--- config.mk ---
export PLATFORM = sky130hd
export DESIGN_NAME = multicycle_ctrl
export DESIGN_NICKNAME = d
export VERILOG_FILES = /design/src/rtl/mips_ctrl_pkg.sv /design/src/rtl/ctrl_outdec.sv /design/src/rtl/multicycle_ctrl.sv
export SDC_FILE = /design/constraint.sdc
export NUM_CORES = 1
export LEC_CHECK = 0
export ABC_AREA = 0
export BUFFER_PORTS_ARGS = -buffer_cell sky130_fd_sc_hd__buf_4
export CELL_PAD_IN_SITES_DETAIL_PLACEMENT = 0
export CELL_PAD_IN_SITES_GLOBAL_PLACEMENT = 2
export CORE_UTILIZATION = 21
export CTS_CLUSTER_DIAMETER = 40
export DETAILED_ROUTE_END_ITERATION = 8
export GPL_TIMING_DRIVEN = 0
export PLACE_DENSITY_LB_ADDON = 0.1
export REMOVE_ABC_BUFFERS = 1
export SYNTH_ARGS = -nofsm -noshare
export SYNTH_HDL_FRONTEND = slang
export SYNTH_SLANG_ARGS = --single-unit
--- constraint.sdc ---
create_clock -name clk -period 1.8 [get_ports clk]
set_input_delay 0.09 -clock clk [delete_from_list [all_inputs] [get_ports clk]]
set_output_delay 0.09 -clock clk [all_outputs]
set_load 0.05 [all_outputs]
--- src/rtl/mips_ctrl_pkg.sv ---
`default_nettype none
// ============================================================================
// Module   : mips_ctrl_pkg
// Purpose  : Shared state encodings, opcodes and control-field constants for
//            the multicycle MIPS controller and its main decoder.
// Revision : 1.0  initial release
// ============================================================================
package mips_ctrl_pkg;

    localparam logic [3:0] c_FETCH   = 4'd0;
    localparam logic [3:0] c_DECODE  = 4'd1;
    localparam logic [3:0] c_MEMADR  = 4'd2;
    localparam logic [3:0] c_MEMRD   = 4'd3;
    localparam logic [3:0] c_MEMWB   = 4'd4;
    localparam logic [3:0] c_MEMWR   = 4'd5;
    localparam logic [3:0] c_EXECUTE = 4'd6;
    localparam logic [3:0] c_ALUWB   = 4'd7;
    localparam logic [3:0] c_BRANCH  = 4'd8;
    localparam logic [3:0] c_ADDIEX  = 4'd9;
    localparam logic [3:0] c_SUBIEX  = 4'd10;
    localparam logic [3:0] c_IMMWB   = 4'd11;
    localparam logic [3:0] c_JUMP    = 4'd12;

    localparam logic [5:0] c_OP_LW    = 6'b100011;
    localparam logic [5:0] c_OP_SW    = 6'b101011;
    localparam logic [5:0] c_OP_RTYPE = 6'b000000;
    localparam logic [5:0] c_OP_BEQ   = 6'b000100;
    localparam logic [5:0] c_OP_ADDI  = 6'b001000;
    localparam logic [5:0] c_OP_SUBI  = 6'b000011;
    localparam logic [5:0] c_OP_J     = 6'b000010;
    localparam logic [5:0] c_OP_NOP   = 6'b000001;

    localparam logic [1:0] c_SRCB_B     = 2'b00;
    localparam logic [1:0] c_SRCB_FOUR  = 2'b01;
    localparam logic [1:0] c_SRCB_IMM   = 2'b10;
    localparam logic [1:0] c_SRCB_IMMSH = 2'b11;

    localparam logic [1:0] c_ALUOP_ADD   = 2'b00;
    localparam logic [1:0] c_ALUOP_SUB   = 2'b01;
    localparam logic [1:0] c_ALUOP_FUNCT = 2'b10;

    localparam logic [1:0] c_PCSRC_ALU    = 2'b00;
    localparam logic [1:0] c_PCSRC_ALUOUT = 2'b01;
    localparam logic [1:0] c_PCSRC_JUMP   = 2'b10;

    typedef struct packed {
        logic       pcwrite;
        logic       branch;
        logic       irwrite;
        logic       iord;
        logic       memwrite;
        logic       regwrite;
        logic       regdst;
        logic       memtoreg;
        logic       alusrca;
        logic [1:0] alusrcb;
        logic [1:0] aluop;
        logic [1:0] pcsrc;
    } ctrl_t;

    function automatic logic is_supported_op(input logic [5:0] opcode);
        case (opcode)
            c_OP_LW, c_OP_SW, c_OP_RTYPE, c_OP_BEQ,
            c_OP_ADDI, c_OP_SUBI, c_OP_J, c_OP_NOP: is_supported_op = 1'b1;
            default:                                is_supported_op = 1'b0;
        endcase
    endfunction

endpackage
`default_nettype wire

--- src/rtl/ctrl_outdec.sv ---
`default_nettype none
// ============================================================================
// Module   : ctrl_outdec
// Purpose  : Moore output decode: state (plus memory handshake) to controls.
// Revision : 1.0  initial release
// ============================================================================
module ctrl_outdec
    import mips_ctrl_pkg::*;
(
    input  logic [3:0] state,
    input  logic       mem_ready,
    output logic       pcwrite,
    output logic       branch,
    output logic       irwrite,
    output logic       iord,
    output logic       memwrite,
    output logic       regwrite,
    output logic       regdst,
    output logic       memtoreg,
    output logic       alusrca,
    output logic [1:0] alusrcb,
    output logic [1:0] aluop,
    output logic [1:0] pcsrc
);

    ctrl_t w_ctrl;

    always_comb begin
        w_ctrl = '0;
        case (state)
            c_FETCH: begin
                // PC and IR only advance once the instruction word is back
                w_ctrl.irwrite = mem_ready;
                w_ctrl.pcwrite = mem_ready;
                w_ctrl.alusrcb = c_SRCB_FOUR;
                w_ctrl.aluop   = c_ALUOP_ADD;
                w_ctrl.pcsrc   = c_PCSRC_ALU;
            end
            c_DECODE: begin
                w_ctrl.alusrcb = c_SRCB_IMMSH;
                w_ctrl.aluop   = c_ALUOP_ADD;
            end
            c_MEMADR: begin
                w_ctrl.alusrca = 1'b1;
                w_ctrl.alusrcb = c_SRCB_IMM;
                w_ctrl.aluop   = c_ALUOP_ADD;
            end
            c_MEMRD: begin
                w_ctrl.iord = 1'b1;
            end
            c_MEMWR: begin
                w_ctrl.iord     = 1'b1;
                w_ctrl.memwrite = 1'b1;
            end
            c_MEMWB: begin
                w_ctrl.memtoreg = 1'b1;
                w_ctrl.regwrite = 1'b1;
            end
            c_EXECUTE: begin
                w_ctrl.alusrca = 1'b1;
                w_ctrl.alusrcb = c_SRCB_B;
                w_ctrl.aluop   = c_ALUOP_FUNCT;
            end
            c_ALUWB: begin
                w_ctrl.regdst   = 1'b1;
                w_ctrl.regwrite = 1'b1;
            end
            c_BRANCH: begin
                w_ctrl.alusrca = 1'b1;
                w_ctrl.alusrcb = c_SRCB_B;
                w_ctrl.aluop   = c_ALUOP_SUB;
                w_ctrl.pcsrc   = c_PCSRC_ALUOUT;
                w_ctrl.branch  = 1'b1;
            end
            c_ADDIEX: begin
                w_ctrl.alusrca = 1'b1;
                w_ctrl.alusrcb = c_SRCB_IMM;
                w_ctrl.aluop   = c_ALUOP_ADD;
            end
            c_SUBIEX: begin
                w_ctrl.alusrca = 1'b1;
                w_ctrl.alusrcb = c_SRCB_IMM;
                w_ctrl.aluop   = c_ALUOP_SUB;
            end
            c_IMMWB: begin
                w_ctrl.regwrite = 1'b1;
            end
            c_JUMP: begin
                w_ctrl.pcsrc   = c_PCSRC_JUMP;
                w_ctrl.pcwrite = 1'b1;
            end
            default: w_ctrl = '0;
        endcase
    end

    assign pcwrite  = w_ctrl.pcwrite;
    assign branch   = w_ctrl.branch;
    assign irwrite  = w_ctrl.irwrite;
    assign iord     = w_ctrl.iord;
    assign memwrite = w_ctrl.memwrite;
    assign regwrite = w_ctrl.regwrite;
    assign regdst   = w_ctrl.regdst;
    assign memtoreg = w_ctrl.memtoreg;
    assign alusrca  = w_ctrl.alusrca;
    assign alusrcb  = w_ctrl.alusrcb;
    assign aluop    = w_ctrl.aluop;
    assign pcsrc    = w_ctrl.pcsrc;

endmodule
`default_nettype wire

--- src/rtl/multicycle_ctrl.sv ---
`default_nettype none
// ============================================================================
// Module   : multicycle_ctrl
// Purpose  : Multicycle MIPS control FSM: sequencing, PC enable, illegal flag.
// Revision : 1.0  initial release
// ============================================================================
module multicycle_ctrl
    import mips_ctrl_pkg::*;
(
    input  logic       clk,
    input  logic       reset_n,
    input  logic [5:0] op,
    input  logic       zero,
    input  logic       mem_ready,
    output logic       pcen,
    output logic       irwrite,
    output logic       iord,
    output logic       memwrite,
    output logic       regwrite,
    output logic       regdst,
    output logic       memtoreg,
    output logic       alusrca,
    output logic [1:0] alusrcb,
    output logic [1:0] aluop,
    output logic [1:0] pcsrc,
    output logic       illegal,
    output logic [3:0] state
);

    logic [3:0] r_state;
    logic [3:0] w_state_nxt;
    logic       w_pcwrite;
    logic       w_branch;
    logic       w_mem_ready;

    always_ff @(posedge clk or negedge reset_n) begin
        if (!reset_n) begin
            r_state <= c_FETCH;
        end else begin
            r_state <= w_state_nxt;
        end
    end

    always_comb begin
        w_state_nxt = r_state;
        case (r_state)
            c_FETCH:   if (mem_ready) w_state_nxt = c_DECODE;
            c_DECODE: begin
                case (op)
                    c_OP_LW, c_OP_SW: w_state_nxt = c_MEMADR;
                    c_OP_RTYPE:       w_state_nxt = c_EXECUTE;
                    c_OP_BEQ:         w_state_nxt = c_BRANCH;
                    c_OP_ADDI:        w_state_nxt = c_ADDIEX;
                    c_OP_SUBI:        w_state_nxt = c_SUBIEX;
                    c_OP_J:           w_state_nxt = c_JUMP;
                    default:          w_state_nxt = c_FETCH;
                endcase
            end
            c_MEMADR:  w_state_nxt = (op == c_OP_LW) ? c_MEMRD : c_MEMWR;
            c_MEMRD:   if (mem_ready) w_state_nxt = c_MEMWB;
            c_MEMWR:   if (mem_ready) w_state_nxt = c_FETCH;
            c_EXECUTE: w_state_nxt = c_ALUWB;
            c_ADDIEX,
            c_SUBIEX:  w_state_nxt = c_IMMWB;
            c_MEMWB,
            c_ALUWB,
            c_BRANCH,
            c_IMMWB,
            c_JUMP:    w_state_nxt = c_FETCH;
            default:   w_state_nxt = c_FETCH;
        endcase
    end

    // Reset parks the FSM in FETCH; masking the handshake keeps IR/PC quiet there.
    assign w_mem_ready = mem_ready & reset_n;

    ctrl_outdec u_outdec (
        .state     (r_state),
        .mem_ready (w_mem_ready),
        .pcwrite   (w_pcwrite),
        .branch    (w_branch),
        .irwrite   (irwrite),
        .iord      (iord),
        .memwrite  (memwrite),
        .regwrite  (regwrite),
        .regdst    (regdst),
        .memtoreg  (memtoreg),
        .alusrca   (alusrca),
        .alusrcb   (alusrcb),
        .aluop     (aluop),
        .pcsrc     (pcsrc)
    );

    assign pcen    = w_pcwrite | (w_branch & zero);
    assign illegal = (r_state == c_DECODE) && !is_supported_op(op);
    assign state   = r_state;

endmodule
`default_nettype wire

==> qor.tcl <==
set qor(detailroute.via_count) 688
set qor(clk-insertion-delay-late_ns) 0.23
set qor(timing.final.crit_share) 0.9116
set qor(number_of_antenna_violating_nets_in_the_routed_design) 0
set qor(globalRouteTotalUtil) 0.1372
set qor(ctsLongestPathBuffers) 2
set qor(floorplan.rows) 18
set qor(netlist_instances) 78
set qor(fp.dieW_um) 52.97
set qor(die_h_um) 52.97
set qor(final_hold_violating_endpoints) 0
set qor(fmax_mhz) 609.4
set qor(die_area_mm2) 0.002805
set qor(clk_transition_reported_paths_ns) 0.04
set qor(setup_repair_after_global_routing_missed_its_margin) {false}
set qor(irDropWorstVdd_uv) 549.6
set qor(worstSetupStartpoint) {state[1]}
set qor(worst_clock_skew_ns) 0.001909
set qor(portBuffers) 28
set qor(yosysTopAreaCell) {sky130_fd_sc_hd__dfrtp_1}
set qor(cp_class) {flop to primary output}
set qor(multiInputGateArea_um2) 385.4
set qor(fin_nets) 120
set qor(critical_path.startpoint_type) {flop}
set qor(grt_pass1_wl_mm) 2.870
set qor(max_stage_delay_ns) 0.49
set qor(crit_family) {flip-flops}
set qor(r2r_slack_ns) 0.33
set qor(path_cells) {nand2b_1 -> nand2_1 -> o22ai_1 -> buf_4}
set qor(tritoncts) {yes}
set qor(seq_area_um2) 105.1
set qor(placer_s_final_routability_congestion_estimate) 0.7123
set qor(cts_max_level) 1
set qor(dr.first_iter.drc_count) 22
set qor(min_path_type) {input port to flop}
set qor(layout.filler_cells) 263
set qor(syn_to_final_growth_pct) 48.85
set qor(synth-warning-count) 0
set qor(final_max_tran_viols) 0
set qor(routed_via_density) 4.986
set qor(yosys.cell_types.count) 35
set qor(cts_root_buf) {sky130_fd_sc_hd__clkbuf_4}
set qor(synthesis.area_um2) 545.5
set qor(max_cap_violations) 0
set qor(clkSinkCount) 4
set qor(largest_net_degree_at_the_start_of_global_routing) 19
set qor(status) {finished, violations left}
set qor(p_leak_uw) 0.0003568
set qor(final_layout_size_suffix_gt1_frac) 0.3704
set qor(synth_area_per_cell_um2) 6.994
set qor(detail_route.drc_violations) 1
set qor(async_flop_share) 1.000
set qor(largest_register_ffs) 4
set qor(insertedDiodeCount) 0
set qor(post_synth_fa_ha_maj_area_fraction) 0
set qor(synth_ff_type) {sky130_fd_sc_hd__dfrtp_1}
set qor(routed_wirelength_mm) 1.707
set qor(detail_route.wl_per_cell_um) 12.37
set qor(synth_mux_area_frac) 0.01835
set qor(cts_made_buffers) 3
set qor(violations_in_the_final_reports) {design-rule violations}
set qor(period_needed_ns) 1.641
set qor(timing.reg2reg.worst_path_depth) 5
set qor(grt_pass1_vias) 590
set qor(final_util) 0.3308
set qor(setup-violations-final) 0
set qor(dp_hpwl_mm) 1.246
set qor(crit_path_end_kind) {primary output}
set qor(synth.ff_latch_count) 4
set qor(drt_first_pass_iters) 6
set qor(synth_top_family_by_area) {simple AND/OR/NAND/NOR gates}
set qor(synth_sequential_area_ratio) 0.1835
set qor(power.density_mw_per_mm2) 1222
set qor(slowest_stage) {sky130_fd_sc_hd__dfrtp_2}
set qor(floorplan.initialDensity) 0.2222
set qor(core_mm2) 0.002455
set qor(detailed_place.area_um2) 738.2
set qor(synth_largest_type_area_fraction) 0.1835
set qor(post-layout-total-power_uw) 992.2
set qor(critical_path.reg2reg.startpoint) {state[1]}
set qor(yosys-top-cells-area) {sky130_fd_sc_hd__dfrtp_1, sky130_fd_sc_hd__nor2_1, sky130_fd_sc_hd__bufbuf_16, sky130_fd_sc_hd__a21oi_1, sky130_fd_sc_hd__nand2b_1}
set qor(synth_xor_xnor_area_share) 0.03211
set qor(critPathRequiredTime_ns) 1.71
set qor(setup.worst_path.end) {regwrite}
set qor(synth_enable_flop_cells) 0
set qor(antenna_found_initial) 0
set qor(max_slew_margin) 0.6292
set qor(worst_path_arrival_ns) 1.55
set qor(io_pins) 29
set qor(postLayoutCellArea_um2) 812.0
set qor(path_max_fanout) 13
set qor(grt_residual_overflow) 0
set qor(timing.critical_path.depth) 4
set qor(complex_gate_fraction_of_the_synthesized_area) 0.2890
set qor(actual_transition_at_the_worst_max_transition_pin_ns) 0.5511
set qor(crit_buf_inv) 1
set qor(yosys.area_share.simple) 0.3555
set qor(rr_endpoint) {state[2]}
through the flow:
stage | hold slack [ns] | setup TNS, ns | setup slack (ns) | cells
6_report | 0.1128 | 0 | 0.1591 | 138
5_1_grt | 0.1089 | 0 | 0.01194 | 138
4_1_cts | 0.1012 | 0 | 0.007840 | 134
3_5_place_dp | -0.1048 | 0 | 0.1279 | 130
3_3_place_gp | -0.1070 | 0 | 0.1416 | 130
2_1_floorplan | -0.2056 | -4.243 | -1.770 | 72
cells by family after synthesis:
| group | after synthesis |
|---|---|
| muxes | 1 |
| DFF | 4 |
| AOI/OAI and AO/OA | 25 |
| and+or+nand+nor | 37 |
| buffers and inverters | 9 |
| xor gates and xnor gates | 2 |
Yosys cell counts, types with 3 or more instances:
cell type                  instances
sky130_fd_sc_hd__nor3_1            5
sky130_fd_sc_hd__inv_1             3
sky130_fd_sc_hd__nand2_1           5
sky130_fd_sc_hd__o21ai_0           5
sky130_fd_sc_hd__nor2_1           12
sky130_fd_sc_hd__a21oi_1           6
sky130_fd_sc_hd__dfrtp_1           4
sky130_fd_sc_hd__buf_2             3
sky130_fd_sc_hd__nand2b_1          4
placed cells by master (no fill, tap or decap):
cell	synthesis	routed
sky130_fd_sc_hd__buf_4	0	32
sky130_fd_sc_hd__nor2_1	12	12
sky130_fd_sc_hd__a21oi_1	6	6
sky130_fd_sc_hd__nand2_1	5	5
sky130_fd_sc_hd__nor3_1	5	5
sky130_fd_sc_hd__o21ai_0	5	5
sky130_fd_sc_hd__nand2b_1	4	4
sky130_fd_sc_hd__dfrtp_2	0	4
sky130_fd_sc_hd__inv_1	3	3
sky130_fd_sc_hd__clkbuf_4	0	3
sky130_fd_sc_hd__o22ai_1	2	2
sky130_fd_sc_hd__nor4_1	2	2
sky130_fd_sc_hd__a22oi_1	2	2
sky130_fd_sc_hd__nor4b_1	2	2
sky130_fd_sc_hd__and3_1	1	1
sky130_fd_sc_hd__and4_1	1	1
sky130_fd_sc_hd__xnor2_1	1	1
sky130_fd_sc_hd__nor3b_1	1	1
sky130_fd_sc_hd__o211ai_1	1	1
sky130_fd_sc_hd__xor2_1	1	1
sky130_fd_sc_hd__nand3_1	1	1
sky130_fd_sc_hd__a211oi_1	1	1
sky130_fd_sc_hd__nor2b_1	1	1
sky130_fd_sc_hd__a2111oi_2	0	1
sky130_fd_sc_hd__a31oi_1	1	1
sky130_fd_sc_hd__or3_1	1	1
sky130_fd_sc_hd__o21ai_1	1	1
sky130_fd_sc_hd__or4b_1	1	1
sky130_fd_sc_hd__o221ai_1	1	1
sky130_fd_sc_hd__mux2i_1	1	1
sky130_fd_sc_hd__a21o_1	1	1
sky130_fd_sc_hd__a21boi_0	1	1
sky130_fd_sc_hd__a211o_1	1	1
sky130_fd_sc_hd__o31ai_1	1	1
sky130_fd_sc_hd__dlygate4sd3_1	0	1
worst register-to-register path, delay by kind of cell, from the launching register on:
family / cells / cell delay (ns)
AOI/OAI and AO/OA: 4 / 0.61
DFF: 1 / 0.49
and+or+nand+nor: 1 / 0.24
how the worst min path moves through the flow:
stage / end / slack, ns / cells after the start / from
after floorplan: state[0] / -0.21 / 0 / reset_n
after global placement: state[2] / -0.11 / 1 / reset_n
after detailed placement: state[0] / -0.10 / 1 / reset_n
after CTS: state[2] / 0.10 / 2 / mem_ready
after global routing: state[2] / 0.11 / 2 / mem_ready
final: state[2] / 0.11 / 2 / mem_ready
area by class of cell:
class	count	area share
flip-flops and latches	4	0.1294
repair buffers	33	0.3082
inverters	3	0.01387
clock buffers	3	0.02773
multi-input cells	65	0.4746
well taps	30	0.04622
timing repair:
action                                  4_1_cts  5_1_grt
endpoints found under the setup margin        2        2
buffers inserted                              0        4
endpoints found under the hold margin         4        0
gates resized for setup                       4        2
hold buffers                                  1        0
report_power, final:
| part | leakage [uW] | internal [uW] | switching, uW |
|---|---|---|---|
| Clock | 0.0000138 | 74.4 | 33.8 |
| Sequential | 0.0000478 | 112 | 60.6 |
| Combinational | 0.000295 | 257 | 455 |
routing by layer:
layer | vias up | GRT usage | routed length, um
li1 | 352 | - | -
met1 | 317 | 0.1969 | 885
met2 | 19 | 0.2110 | 751
met3 | 0 | 0.008621 | 70
met4 | 0 | 0.05263 | 0
met5 | - | 0 | 0
Note: power is estimated with default switching activity, not from simulation.
